**config.mk**
```make
export PLATFORM = sky130hd
export DESIGN_NAME = mem_arbiter
export DESIGN_NICKNAME = d
export VERILOG_FILES = /design/src/rtl/mem_arb_pkg.sv /design/src/rtl/mem_arb_rr.sv /design/src/rtl/mem_arbiter.sv
export SDC_FILE = /design/constraint.sdc
export NUM_CORES = 1
export LEC_CHECK = 0
export BUFFER_PORTS_ARGS = -buffer_cell sky130_fd_sc_hd__buf_4
export CAP_MARGIN = 5
export CORE_MARGIN = 10
export CORE_UTILIZATION = 35
export DETAILED_ROUTE_END_ITERATION = 12
export SLEW_MARGIN = 20
export SYNTH_ARGS = -nofsm -noshare
export SYNTH_HDL_FRONTEND = slang
export SYNTH_SLANG_ARGS = --single-unit
```
**constraint.sdc**
```tcl
create_clock -name clock -period 2 [get_ports clock]
set_clock_uncertainty 0.05 [all_clocks]
set_input_delay 0.4 -clock clock [delete_from_list [all_inputs] [get_ports clock]]
set_output_delay 0.4 -clock clock [all_outputs]
set_load 0.01 [all_outputs]
```
**src/rtl/mem_arb_pkg.sv**
```systemverilog
// Shared types and constants for the two-master memory arbiter.
// Imported by mem_arb_rr and mem_arbiter.
package mem_arb_pkg;

  localparam int CNT_W = 8;
  localparam logic [31:0] ERR_RDATA_DEFAULT = 32'hDEADBEEF;

  typedef enum logic [1:0] {
    ST_IDLE,
    ST_BUSY,
    ST_RESP
  } arb_state_e;

  typedef enum logic {
    GNT_M0 = 1'b0,
    GNT_M1 = 1'b1
  } gnt_e;

  // The wait counter sticks at all-ones instead of wrapping back to zero.
  function automatic logic [CNT_W-1:0] satInc(input logic [CNT_W-1:0] value);
    return (value == {CNT_W{1'b1}}) ? value : value + CNT_W'(1);
  endfunction

endpackage

```
**src/rtl/mem_arb_rr.sv**
```systemverilog
// Two-way round-robin selector with its last-grant history register.
// History moves only when the parent FSM actually issues a grant.
module mem_arb_rr
  import mem_arb_pkg::*;
(
  input  logic clock,
  input  logic resetn,
  input  logic req0_i,
  input  logic req1_i,
  input  logic grantEn_i,
  output logic gntAny_o,
  output gnt_e gntSel_o
);

  gnt_e last_q, last_d;

  always_comb begin
    gntAny_o = req0_i | req1_i;
    if (req0_i && req1_i) begin
      gntSel_o = (last_q == GNT_M0) ? GNT_M1 : GNT_M0;
    end else if (req1_i) begin
      gntSel_o = GNT_M1;
    end else begin
      gntSel_o = GNT_M0;
    end
    last_d = last_q;
    if (grantEn_i && gntAny_o) begin
      last_d = gntSel_o;
    end
  end

  // Resetting to m1 makes m0 the winner of the first tie.
  always_ff @(posedge clock) begin
    if (!resetn) begin
      last_q <= GNT_M1;
    end else begin
      last_q <= last_d;
    end
  end

endmodule

```
**src/rtl/mem_arbiter.sv**
```systemverilog
// Arbitrates two native memory masters onto one slave port.
// Flow is IDLE -> BUSY -> RESP; slow slaves are cut off by a wait timeout.
module mem_arbiter
  import mem_arb_pkg::*;
#(
  parameter int unsigned TIMEOUT_CYCLES = 64,
  parameter logic [31:0] ERR_RDATA      = ERR_RDATA_DEFAULT
) (
  input  logic        clock,
  input  logic        resetn,
  input  logic        m0_valid,
  output logic        m0_ready,
  input  logic [31:0] m0_addr,
  input  logic [31:0] m0_wdata,
  input  logic [3:0]  m0_wstrb,
  output logic [31:0] m0_rdata,
  input  logic        m1_valid,
  output logic        m1_ready,
  input  logic [31:0] m1_addr,
  input  logic [31:0] m1_wdata,
  input  logic [3:0]  m1_wstrb,
  output logic [31:0] m1_rdata,
  output logic        s_valid,
  input  logic        s_ready,
  output logic [31:0] s_addr,
  output logic [31:0] s_wdata,
  output logic [3:0]  s_wstrb,
  input  logic [31:0] s_rdata,
  output logic        timeout_err
);

  localparam logic [CNT_W-1:0] TIMEOUT_VAL = CNT_W'(TIMEOUT_CYCLES);

  arb_state_e       state_q, state_d;
  gnt_e             owner_q, owner_d;
  logic             sValid_q, sValid_d;
  logic [31:0]      sAddr_q, sAddr_d;
  logic [31:0]      sWdata_q, sWdata_d;
  logic [3:0]       sWstrb_q, sWstrb_d;
  logic [31:0]      m0Rdata_q, m0Rdata_d;
  logic [31:0]      m1Rdata_q, m1Rdata_d;
  logic             m0Ready_q, m0Ready_d;
  logic             m1Ready_q, m1Ready_d;
  logic             timeoutErr_q, timeoutErr_d;
  logic [CNT_W-1:0] waitCnt_q, waitCnt_d;

  logic        grantEn;
  logic        gntAny;
  gnt_e        gntSel;
  logic        timedOut;
  logic [31:0] respData;

  mem_arb_rr u_rr (
    .clock     (clock),
    .resetn    (resetn),
    .req0_i    (m0_valid),
    .req1_i    (m1_valid),
    .grantEn_i (grantEn),
    .gntAny_o  (gntAny),
    .gntSel_o  (gntSel)
  );

  always_comb begin
    state_d      = state_q;
    owner_d      = owner_q;
    sValid_d     = sValid_q;
    sAddr_d      = sAddr_q;
    sWdata_d     = sWdata_q;
    sWstrb_d     = sWstrb_q;
    m0Rdata_d    = m0Rdata_q;
    m1Rdata_d    = m1Rdata_q;
    m0Ready_d    = 1'b0;
    m1Ready_d    = 1'b0;
    timeoutErr_d = 1'b0;
    waitCnt_d    = waitCnt_q;
    grantEn      = 1'b0;
    timedOut     = 1'b0;
    respData     = s_rdata;

    unique case (state_q)
      ST_IDLE: begin
        if (gntAny) begin
          grantEn   = 1'b1;
          owner_d   = gntSel;
          sValid_d  = 1'b1;
          waitCnt_d = '0;
          state_d   = ST_BUSY;
          if (gntSel == GNT_M1) begin
            sAddr_d  = m1_addr;
            sWdata_d = m1_wdata;
            sWstrb_d = m1_wstrb;
          end else begin
            sAddr_d  = m0_addr;
            sWdata_d = m0_wdata;
            sWstrb_d = m0_wstrb;
          end
        end
      end

      // A slave handshake in the timeout cycle still counts as real data.
      ST_BUSY: begin
        timedOut = !s_ready && (waitCnt_q >= TIMEOUT_VAL);
        respData = s_ready ? s_rdata : ERR_RDATA;
        if (s_ready || timedOut) begin
          sValid_d     = 1'b0;
          timeoutErr_d = timedOut;
          state_d      = ST_RESP;
          if (owner_q == GNT_M1) begin
            m1Rdata_d = respData;
            m1Ready_d = 1'b1;
          end else begin
            m0Rdata_d = respData;
            m0Ready_d = 1'b1;
          end
        end else begin
          waitCnt_d = satInc(waitCnt_q);
        end
      end

      ST_RESP: begin
        state_d = ST_IDLE;
      end

      default: begin
        state_d  = ST_IDLE;
        sValid_d = 1'b0;
      end
    endcase
  end

  always_ff @(posedge clock) begin
    if (!resetn) begin
      state_q      <= ST_IDLE;
      owner_q      <= GNT_M0;
      sValid_q     <= 1'b0;
      sAddr_q      <= '0;
      sWdata_q     <= '0;
      sWstrb_q     <= '0;
      m0Rdata_q    <= '0;
      m1Rdata_q    <= '0;
      m0Ready_q    <= 1'b0;
      m1Ready_q    <= 1'b0;
      timeoutErr_q <= 1'b0;
      waitCnt_q    <= '0;
    end else begin
      state_q      <= state_d;
      owner_q      <= owner_d;
      sValid_q     <= sValid_d;
      sAddr_q      <= sAddr_d;
      sWdata_q     <= sWdata_d;
      sWstrb_q     <= sWstrb_d;
      m0Rdata_q    <= m0Rdata_d;
      m1Rdata_q    <= m1Rdata_d;
      m0Ready_q    <= m0Ready_d;
      m1Ready_q    <= m1Ready_d;
      timeoutErr_q <= timeoutErr_d;
      waitCnt_q    <= waitCnt_d;
    end
  end

  assign s_valid     = sValid_q;
  assign s_addr      = sAddr_q;
  assign s_wdata     = sWdata_q;
  assign s_wstrb     = sWstrb_q;
  assign m0_rdata    = m0Rdata_q;
  assign m1_rdata    = m1Rdata_q;
  assign m0_ready    = m0Ready_q;
  assign m1_ready    = m1Ready_q;
  assign timeout_err = timeoutErr_q;

endmodule

```
Word level (Yosys, flattened, before mapping)
Cells that the tools add are included.
{"block": "classes", "add_sub_neg": 1, "n_lt_le_gt_ge": 1, "eq_ne": 7, "mux": 21, "bitwise_logic": 3, "n_reduce_logical": 14}
{"operator": "$mux 32", "count": 3}
{"operator": "$mux 8", "count": 3}
{"operator": "$pmux 8 s2", "count": 1}
{"operator": "$reduce_and 3->1", "count": 4}
{"operator": "$mux 1", "count": 9}
{"operator": "$add 8x1->8 const B", "count": 1}
{"operator": "$eq 8x8->1 const B", "count": 1}
{"operator": "$ge 8x7->1 const B", "count": 1}
{"operator": "$ne 2x2->1 const B", "count": 4}
{"operator": "$mux 2", "count": 2}
{"operator": "$mux 4", "count": 1}
{"operator": "$pmux 2 s2", "count": 1}
{"operator": "$reduce_and 2->1", "count": 2}
{"operator": "$reduce_and 4->1", "count": 1}
{"operator": "$logic_and 1x1->1", "count": 3}
{"operator": "$pmux 1 s3", "count": 1}
{"operator": "$eq 2x1->1 const B", "count": 1}
{"operator": "$eq 2x2->1 const B", "count": 1}
{"operator": "$logic_not 2->1", "count": 1}
{"operator": "$not 1->1", "count": 2}
{"operator": "$reduce_bool 2->1", "count": 1}
{"operator": "$logic_not 1->1", "count": 1}
{"operator": "$logic_or 1x1->1", "count": 1}
{"operator": "$or 1x1->1", "count": 1}
{"block": "totals", "ff_bits": 148, "in_bits": 173, "out_inout_bits": 136}

Depth between registers and ports, before layout
Gate-level depths: netlist of run 1.
{"block": "logic_depth", "word_depth": 5, "depth_mapped": 6}

Hierarchy
From an unflattened synthesis of run 1, not the netlist that was laid out.
{"block": "hier_totals", "hier_cells": 626, "hier_area_um2": 6087.1}
{"mod": "mem_arbiter", "n_inst": 1, "cells_per_inst": 620, "area_per_inst_um2": 6033.3, "seq_area_each_um2": 2942.8}
{"mod": "mem_arb_rr", "n_inst": 1, "cells_per_inst": 6, "area_per_inst_um2": 53.8, "seq_area_each_um2": 20.0}

Worst setup path after synthesis of run 1
Ideal clock, no wire load.
{"block": "synth_timing", "kind": "input -> register", "from": "input s_ready", "to": "register waitCnt_q[6]", "arrival_ns": 1.478, "required_time_ns": 1.880, "slack_ns": 0.402, "stages": 4, "path_buffers": 1, "cell_sequence": "or3_1 > clkbuf_2 > or4_1 > a21oi_1"}
{"block": "synth_between", "elab_chain_len": 5}
{"element": "from (decl)", "line_no": "mem_arbiter.sv:24", "text": "input logic s_ready,"}
{"element": "$logic_not 1->1", "line_no": "mem_arbiter.sv:102", "text": "timedOut = !s_ready && (waitCnt_q >= TIMEOUT_VAL);"}
{"element": "$logic_and 1x1->1", "line_no": "mem_arbiter.sv:102"}
{"element": "$logic_or 1x1->1 (*)", "line_no": "mem_arbiter.sv:104", "text": "if (s_ready || timedOut) begin"}
{"element": "$ne 2x2->1 (no line) (*)"}
{"element": "$reduce_and 4->1 (no line) (*)"}
{"element": "to (signal assigned)", "line_no": "mem_arbiter.sv:157", "text": "waitCnt_q <= waitCnt_d;"}
{"element": "to (decl)", "line_no": "mem_arbiter.sv:45", "text": "logic [CNT_W-1:0] waitCnt_q, waitCnt_d;"}
Mark *: on every way between the ends. The rest lies on a longest branch, timed or not.
A chain may end at the register's enable or synchronous reset.

Final worst setup path of run 1
{"block": "layout_timing", "from": "register waitCnt_q[7]", "to": "register waitCnt_q[6]"}
{"block": "layout_between", "elab_chain_len": 5, "word_cells_on_any_way": 7, "classes_between": "1 x order compare; 3 x eq/ne; 3 x reduce/logical"}
{"element": "$ge 8x7->1", "line_no": "mem_arbiter.sv:102"}
{"element": "$logic_and 1x1->1", "line_no": "mem_arbiter.sv:102"}
{"element": "$logic_or 1x1->1", "line_no": "mem_arbiter.sv:104"}
{"element": "$ne 2x2->1 (no line)"}
{"element": "$reduce_and 4->1 (no line) (*)"}
Marked as above.

==> results of run 1 <==
==> registers in the layout (all words and copies together) (netlist names) <==
register	count
s_addr	32
m0_rdata	32
s_wstrb	4
u_rr.last_q	1
m1_ready	1
state_q	2
timeout_err	1
waitCnt_q	8
s_wdata	32
m1_rdata	32
owner_q	1
m0_ready	1
s_valid	1
==> path summary, 6_finish.rpt <==
| kind | start | endpoint | depth (start not counted) | slack (ns) |
|---|---|---|---|---|
| worst max-delay path | waitCnt_q[7]$_SDFFE_PN0P_ | waitCnt_q[6]$_SDFFE_PN0P_ | 3 | 0.33 |
| worst min-delay path | resetn | u_rr.last_q$_SDFFE_PN1P_ | 2 | 0.19 |
| worst max register to register | waitCnt_q[7]$_SDFFE_PN0P_ | waitCnt_q[6]$_SDFFE_PN0P_ | 3 | 0.33 |
| worst min register to register | m0_rdata[24]$_SDFFE_PN0P_ | m0_rdata[24]$_SDFFE_PN0P_ | 2 | 0.40 |
==> critical path, stage by stage, from the launching register on <==
cell	delay [ns]
dfxtp_1	0.35
or3_1	0.50
or4_1	0.55
a21oi_1	0.15
==> cell usage after synthesis, types with 3 or more instances <==
cell type / count / area [sq um]
nand2_1: 72 / 270
o21ai_0: 29 / 145
clkbuf_1: 36 / 135
a21oi_1: 71 / 355
a211oi_1: 68 / 510
dfxtp_1: 148 / 2960
buf_2: 19 / 95.1
or4_1: 3 / 22.5
o22ai_1: 3 / 18.8
buf_4: 4 / 30.0
nor2_1: 7 / 26.3
mux2i_1: 134 / 1340
nor4_1: 3 / 18.8
nand3_1: 14 / 70.1
==> where the power goes <==
group	internal, mW	switching [mW]
Sequential	3.17	0.123
Combinational	0.792	0.770
Clock	1.86	1.26
Total	5.82	2.15
==> stage by stage <==
stage          total power, mW  hold WS (ns)  setup WS, ns  utilization  instance area, sq um
4_1_cts                   8.06         0.176         0.333        0.540                  9340
5_1_grt                   8.33         0.205         0.206        0.540                  9340
2_1_floorplan             4.09         0.407         0.402            -                  6180
3_3_place_gp              4.93         0.393         0.239        0.507                  8760
3_5_place_dp              4.93         0.397         0.245        0.507                  8760
6_report                  7.98         0.194         0.326        0.540                  9340
==> cell families (layout without fill, tap and decap cells) <==
kind of cell    Yosys count  count (layout)  synth area share
compound gates          178             178             0.176
fa+ha+maj                 1               1           0.00202
buf+inv                  63             358            0.0447
flops                   148             148             0.479
mux                     134             134             0.217
simple gates            112             112            0.0813
==> placed cells by master (no fill, tap or decap), drive strengths merged, types with 2 or more instances in the layout <==
cell	count
a211oi	68
a21oi	71
buf	326
bufinv	2
clkbuf	18
clkinv	5
clkinvlp	3
dfxtp	148
inv	4
mux2i	134
nand2	72
nand3	15
nor2	7
nor3	3
nor4	3
o21ai	29
o221ai	2
o22ai	3
or2	2
or4	3
==> routing by layer <==
metal | routed length [um] | vias up
met1 | 9270 | 2642
met3 | 1970 | 13
met2 | 10400 | 214
met5 | 0 | -
met4 | 199 | 0
li1 | - | 2879
==> final cells by class <==
cell class	count	area [sq um]
Clock buffer	18	439
Clock inverter	12	133
Fill cell	1675	7960
Inverter	2	7.51
Multi-Input combinational cell	425	2980
Sequential cell	148	2960
Tap cell	225	282
Timing Repair Buffer	326	2530
==> qor.yml, run 1 <==
run_status:
  outcome: "completed"
synth:
  synth_warnings: 0
  postSynthAreaPerCell_sq_um: 9.72
  netlist_instances: 636
  synth_edf_count: 0
  ys_seq_area_frac: 0.479
  synth_seq_cells: 148
  synth_cell_types: 35
  synth_area_sq_mm: 0.00618
  synth_ff_type: "dfxtp_1"
  async_reset_ff_frac: 0
  synth_fp_nets: 810
pwr:
  irDropWorstVdd_mv: 0.659
  p_leak_nw: 4.26
  power_density_mw_per_mm2: 855
global_routing:
  overflow: 0
  met3_usage: 0.0760
  grt_use_met1: 0.208
  top_usage_layer: "met2"
  antenna_found_initial: 0
  grt_max_degree: 101
  grt_pass1_wl_um: 33900
  track_usage: 0.178
  grt_pass1_vias: 6019
  grt_use_met2: 0.293
route:
  wl_per_cell_um: 18.9
  post-route-drc-count: 0
  first_pass_iters: 7
  drtIter0Drc: 265
  vias: 5748
  vias_per_cell: 4.97
  antenna_left: 0
  routed_wl_um: 21900
timing:
  clock.fmax_mhz: 597
  grt_setup_unrepaired: "false"
  max_slew_margin: 0.662
  worstMarginPinSlew_ns: 0.506
  drv_slew: 0
  setup_viol: 0
  setup_tns_ns: 0
  min_period_ns: 1.67
  min_period_over_period: 0.837
  hold_viol_final: 0
cts:
  cts_setup_buffers: 0
  clockBufferDepth: 2
  numCtsBuffers: 17
  clockRootBuffer: "clkbuf_16"
  clock_latency_ns: 0.41
  cts_hold_buf: 0
  cts_tree: "built"
  cts_num_sinks: 148
  h-tree-depth: 4
  post_cts_resized: 0
  path_clk_slew_ns: 0.06
layout:
  areaGrowthSynthToFinish_pct: 51.0
  final-instance-count-excl-fill: 1156
  num_antenna_cells: 0
  num-nets-final: 1094
  layout-drive-gt1-share: 0.391
critical_path:
  cp_max_fo: 8
  start_kind: "flip-flop"
  arrival_ns: 1.97
  critPathKind: "reg2reg"
  crit_required_ns: 2.29
  cp-end-kind: "flip-flop"
placement:
  dp.final_hpwl_um: 16100
  numPortBuffers: 308
  dp.cells: 1126
  gp_congestion: 0.795
run:
  drv_cap: 0
floorplanning:
  rows: 48
  dieArea_sq_mm: 0.0234
  io_pins: 309
  initial_core_util: 0.357
  core_sq_mm: 0.0173
  die_h_um: 153
  dieWidth_um: 153
hold_path:
  hp-class: "in2reg"
Note: power is estimated with default switching activity, not from simulation.
==> inputs of run 2 (changes only) <==
--- a/config.mk
+++ b/config.mk
@@ -10,6 +10,7 @@
 export CORE_MARGIN = 10
 export CORE_UTILIZATION = 35
 export DETAILED_ROUTE_END_ITERATION = 12
+export PLACE_DENSITY = 0.66
 export SLEW_MARGIN = 20
 export SYNTH_ARGS = -nofsm -noshare
 export SYNTH_HDL_FRONTEND = slang
==> constraint.sdc (replaced) <==
create_clock -name clock -period 1.4 [get_ports clock]
set_clock_uncertainty 0.05 [all_clocks]
set_input_delay 0.28 -clock clock [delete_from_list [all_inputs] [get_ports clock]]
set_output_delay 0.28 -clock clock [all_outputs]
set_load 0.01 [all_outputs]
==> run 2 against run 1 <==
Compared with the run above:
- the flow now finishes with violations (setup timing)
- sequential power increased by 43%
- largest power group unchanged
- design area increased by 17%
- global-route usage increased by 1.1 points
- first-iteration DRC count increased by 38%
- combinational power increased by 100%
- clock-buffer cell count increased by 3
- worst hold slack got worse by 0.082 ns
- power increased by 56%
- utilization increased by 9.2 points
- sequential share of layout area decreased by 4.5 points
- wire length increased by 17%
- highest routed layer unchanged
- register-to-register slack got worse by 0.50 ns
==> qor.yml, run 2 (same netlist as run 1, synthesis figures left out) <==
pwr:
  p_comb_frac: 0.256
  netSwitchingFraction: 0.281
  p_seq_frac: 0.380
  switchingPower_mw: 3.48
  p_leak_nw: 4.89
  clkPwrFrac: 0.363
  irDropWorstVdd_mv: 0.866
  power_density_mw_per_mm2: 1140
  intPower_mw: 8.93
route:
  vias: 6328
  vias_per_cell: 5.10
  antenna_left: 0
  post-route-drc-count: 0
  routed_wl_um: 25500
  drtIter0Drc: 367
  first_pass_iters: 5
  wl_per_cell_um: 20.6
cts:
  clock_latency_ns: 0.42
  clockBufferDepth: 2
  h-tree-depth: 4
  cts_num_sinks: 148
  clockRootBuffer: "clkbuf_16"
  numCtsBuffers: 17
  path_clk_slew_ns: 0.06
  cts_tree: "built"
  cts_hold_buf: 0
floorplanning:
  dieWidth_um: 153
  dieArea_sq_mm: 0.0234
  die_h_um: 153
  initial_core_util: 0.357
  rows: 48
  io_pins: 309
  core_sq_mm: 0.0173
layout:
  final_common_cell: "buf_4"
  n_fill_cell: 1408
  layout_common_cells: "buf_4, dfxtp_1, mux2i_1"
  utilization: 0.632
  seq_area_sq_mm: 0.00297
  areaGrowthSynthToFinish_pct: 76.8
  num-nets-final: 1176
  num_antenna_cells: 0
  multi_input_area_sq_mm: 0.00345
  layout-drive-gt1-share: 0.529
timing:
  grt_setup_unrepaired: "true"
  drv_slew: 0
  setup_viol: 72
  worst_slack_ns: -0.178
  max_slew_margin: 0.734
  hold_viol_final: 0
  min_period_ns: 1.58
  clock.fmax_mhz: 634
  min_period_over_period: 1.13
  worstMarginPinSlew_ns: 0.398
critical_path:
  cp-end-kind: "flip-flop"
  ff2ff_path_depth: 7
  critPathKind: "reg2reg"
  cp_max_fo: 5
  arrival_ns: 1.84
  crit_required_ns: 1.66
  start_kind: "flip-flop"
global_routing:
  track_usage: 0.190
  grt_pass1_vias: 6388
  overflow: 0
  grt_max_degree: 96
  grt_pass1_wl_um: 35900
  antenna_found_initial: 0
run:
  drv_cap: 0
placement:
  dp.final_hpwl_um: 17500
  post-place-ws_ns: -0.209
  gp_congestion: 0.829
  numPortBuffers: 308
hold_path:
  hold_depth: 3
  hp-class: "in2reg"
run_status:
  violations: "setup timing"
  outcome: "complete, but fails checks"
## run 2: per-stage QoR
step	cell area [sq um]	std cells	TNS [ns]	hold slack (ns)	power (mW)
finish	10900	1240	-3.89	0.112	12.4
CTS	10100	1218	-5.91	0.101	11.9
global route	10900	1240	-8.02	0.124	12.9
floorplan	6240	636	-3.82	0.384	5.86
global placement	9190	1170	-11.55	0.394	7.21
detailed placement	9190	1170	-14.65	0.398	7.23
## run 2: final cells by class
class,instances,share of cell area
clock buffers,21,0.0412
inverters,2,0.000687
well taps,225,0.0258
flip-flops and latches,148,0.272
clock inverters,11,0.0116
repair buffers,408,0.333
multi-input cells,425,0.315
## run 2: final timing paths
check	from	end	slack, ns
setup reg to reg	state_q[0]$_SDFFE_PN0P_	s_wdata[30]$_SDFFE_PN0P_	-0.18
hold / removal	s_rdata[14]	m1_rdata[14]$_SDFFE_PN0P_	0.11
hold reg to reg	m0_rdata[16]$_SDFFE_PN0P_	m0_rdata[16]$_SDFFE_PN0P_	0.41
setup / recovery	state_q[0]$_SDFFE_PN0P_	s_wdata[30]$_SDFFE_PN0P_	-0.18
## run 2: routing by layer
metal,wire length [um],share of wire,up-vias,GRT usage
li1,-,-,3049,-
met1,10400,0.41,3027,0.216
met2,13100,0.51,222,0.330
met3,1480,0.058,30,0.0595
met4,535,0.021,0,0.0609
met5,0,0,-,0
## run 2: power by group through the flow
| stage | Clock, mW | Combinational [mW] | Sequential (mW) |
|---|---|---|---|
| finish | 4.51 | 3.18 | 4.72 |
| global route | 4.73 | 3.37 | 4.76 |
| CTS | 4.57 | 2.65 | 4.71 |
| detailed placement | 0 | 2.44 | 4.79 |
| global placement | 0 | 2.43 | 4.78 |
| floorplan | 0 | 0.938 | 4.92 |
## run 2: repair_timing
action                     4_1_cts  5_1_grt
resized for setup               31      113
setup endpoints to repair      110      121
buffers inserted                10       10
gates cloned                     6       14
pin swaps                        4       49
## run 2: worst max-delay path, stage by stage (launching register included)
cell       delay, ns
dfxtp_4         0.36
buf_6           0.11
buf_4           0.13
nor2_4          0.14
buf_6           0.17
clkbuf_16       0.16
a21oi_1         0.06
a211oi_1        0.29
==> inputs of run 3 (changes only) <==
--- a/config.mk
+++ b/config.mk
@@ -5,7 +5,7 @@
 export SDC_FILE = /design/constraint.sdc
 export NUM_CORES = 1
 export LEC_CHECK = 0
-export BUFFER_PORTS_ARGS = -buffer_cell sky130_fd_sc_hd__buf_4
+export BUFFER_PORTS_ARGS = -buffer_cell sky130_fd_sc_hd__buf_2
 export CAP_MARGIN = 5
 export CORE_MARGIN = 10
 export CORE_UTILIZATION = 35
==> run 3 against run 2 <==
Compared with the run above:
- the run still ends with setup timing left
- critical path depth decreased by 4
- design area decreased by 14%
- global-route usage decreased by 1.1 points
- clock power increased by 5.5%
- clock-buffer cell count unchanged
- wire length decreased by 12%
- via count decreased by 3.2%
- largest cell class is now multi-input gates
- largest power group is now the clock network
==> qor.yml, run 3 (same netlist as run 1, synthesis figures left out) <==
run_status:
  outcome: "complete, but fails checks"
  violations: "setup timing"
route:
  first_pass_iters: 5
  post-route-drc-count: 0
  vias: 6127
  vias_per_cell: 5.02
  antenna_left: 0
  drtIter0Drc: 309
  routed_wl_um: 22600
  wl_per_cell_um: 18.5
timing:
  min_period_over_period: 1.06
  drv_slew: 0
  worst_slack_ns: -0.0843
  worstMarginPinSlew_ns: 0.344
  clock.fmax_mhz: 674
  hold_ws_ns: 0.102
  hold_viol_final: 0
  setup_viol: 75
  grt_setup_unrepaired: "true"
  max_slew_margin: 0.771
  min_period_ns: 1.48
layout:
  num-nets-final: 1156
  layout_common_cells: "buf_2, dfxtp_1, mux2i_1"
  final_common_cell: "buf_2"
  areaGrowthSynthToFinish_pct: 52.8
  final-instance-count-excl-fill: 1221
  utilization: 0.546
  layout-drive-gt1-share: 0.452
run:
  drv_cap: 0
critical_path:
  cp_top_family: "simple AND/OR/NAND/NOR gates"
  cp_num_buf_inv: 0
  start_kind: "flip-flop"
  r2r_slack_ns: -0.08
  cp_slowest_cell: "or4bb_1"
  crit_chain: "or4bb_1 -> or4_1 -> o211ai_1"
  critPathKind: "reg2reg"
  crit_start: "state_q[1]$_SDFFE_PN0P_"
  cp_max_fo: 6
  cp-end-kind: "flip-flop"
  timing.rr.end: "waitCnt_q[5]$_SDFFE_PN0P_"
  max_stage_delay_ns: 0.50
  crit_required_ns: 1.69
  ff2ff_path_depth: 3
  arrival_ns: 1.77
  worstReg2RegStart: "state_q[1]$_SDFFE_PN0P_"
cts:
  clockRootBuffer: "clkbuf_16"
  numCtsBuffers: 17
  cts_hold_buf: 0
  path_clk_slew_ns: 0.06
  clock_latency_ns: 0.42
  h-tree-depth: 4
  cts_tree: "built"
  clockBufferDepth: 2
  cts_num_sinks: 148
floorplanning:
  rows: 48
  die_h_um: 153
  io_pins: 309
  dieWidth_um: 153
  dieArea_sq_mm: 0.0234
  core_sq_mm: 0.0173
  initial_core_util: 0.357
hold_path:
  hp-class: "in2reg"
  worstHoldStart: "s_rdata[22]"
  min_to: "m1_rdata[22]$_SDFFE_PN0P_"
  hold_depth: 3
placement:
  dp.cells: 1168
  gp_congestion: 0.816
  numPortBuffers: 308
  dp.final_hpwl_um: 16600
pwr:
  p_comb_frac: 0.197
  intPower_mw: 8.60
  clkPwrFrac: 0.404
  power_density_mw_per_mm2: 1250
  p_leak_nw: 4.54
  switchingPower_mw: 3.17
  netSwitchingFraction: 0.270
  p_seq_frac: 0.399
  irDropWorstVdd_mv: 0.853
global_routing:
  top_usage_layer: "met2"
  grt_max_degree: 92
  grt_pass1_wl_um: 34400
  grt_use_met1: 0.206
  grt_use_met2: 0.304
  track_usage: 0.179
  overflow: 0
  met3_usage: 0.0606
  grt_pass1_vias: 6414
  antenna_found_initial: 2
-- run 3: worst max path at each step --
stage / to / depth (start not counted) / slack (ns)
finish: waitCnt_q[5]$_SDFFE_PN0P_ / 3 / -0.08
global route: m0_rdata[8]$_SDFFE_PN0P_ / 7 / -0.13
CTS: waitCnt_q[5]$_SDFFE_PN0P_ / 3 / -0.14
detailed placement: waitCnt_q[0]$_SDFFE_PN0P_ / 4 / -0.19
global placement: waitCnt_q[0]$_SDFFE_PN0P_ / 4 / -0.18
floorplan: waitCnt_q[5]$_SDFFE_PN0P_ / 3 / -0.1
-- run 3: metrics by stage --
step	power [mW]	worst slack (ns)	TNS [ns]	area, sq um
floorplan	5.86	-0.0958	-3.82	6240
global placement	6.86	-0.179	-9.40	8400
detailed placement	6.88	-0.188	-12.06	8400
CTS	11.7	-0.141	-1.35	9160
global route	12.3	-0.134	-7.98	9450
finish	11.8	-0.0843	-1.27	9450
-- run 3: power groups by stage --
stage,registers (mW),logic [mW],clock network [mW]
after CTS,4.69,2.20,4.83
after floorplan,4.92,0.938,0
final,4.69,2.32,4.76
after detailed placement,4.78,2.11,0
after global placement,4.77,2.09,0
after global routing,4.73,2.51,5.02
-- run 3: area by class of cell --
class	count	area, sq um
fillers	1522	7850
diodes	2	5.00
flip-flops and latches	148	2970
multi-input cells	425	3080
clock buffers	21	470
well taps	225	282
clock inverters	10	146
inverters	2	7.51
repair buffers	388	2490
-- run 3: timing repair --
| action | 4_1_cts | 5_1_grt |
|---|---|---|
| setup buffers | 3 | 10 |
| endpoints found under the setup margin | 123 | 127 |
| cloned | 3 | 5 |
| resized for setup | 6 | 32 |
| pin swaps | 3 | 6 |
-- run 3: per-layer routing --
layer / vias up / wire (um)
met5: - / 0
met3: 25 / 1430
met2: 224 / 11400
met1: 2861 / 9360
met4: 0 / 384
li1: 3017 / -
-- run 3: worst register-to-register path, cell delays in order (launching register included) --
cell,delay [ns]
dfxtp_4,0.36
or4bb_1,0.50
or4_1,0.40
o211ai_1,0.09
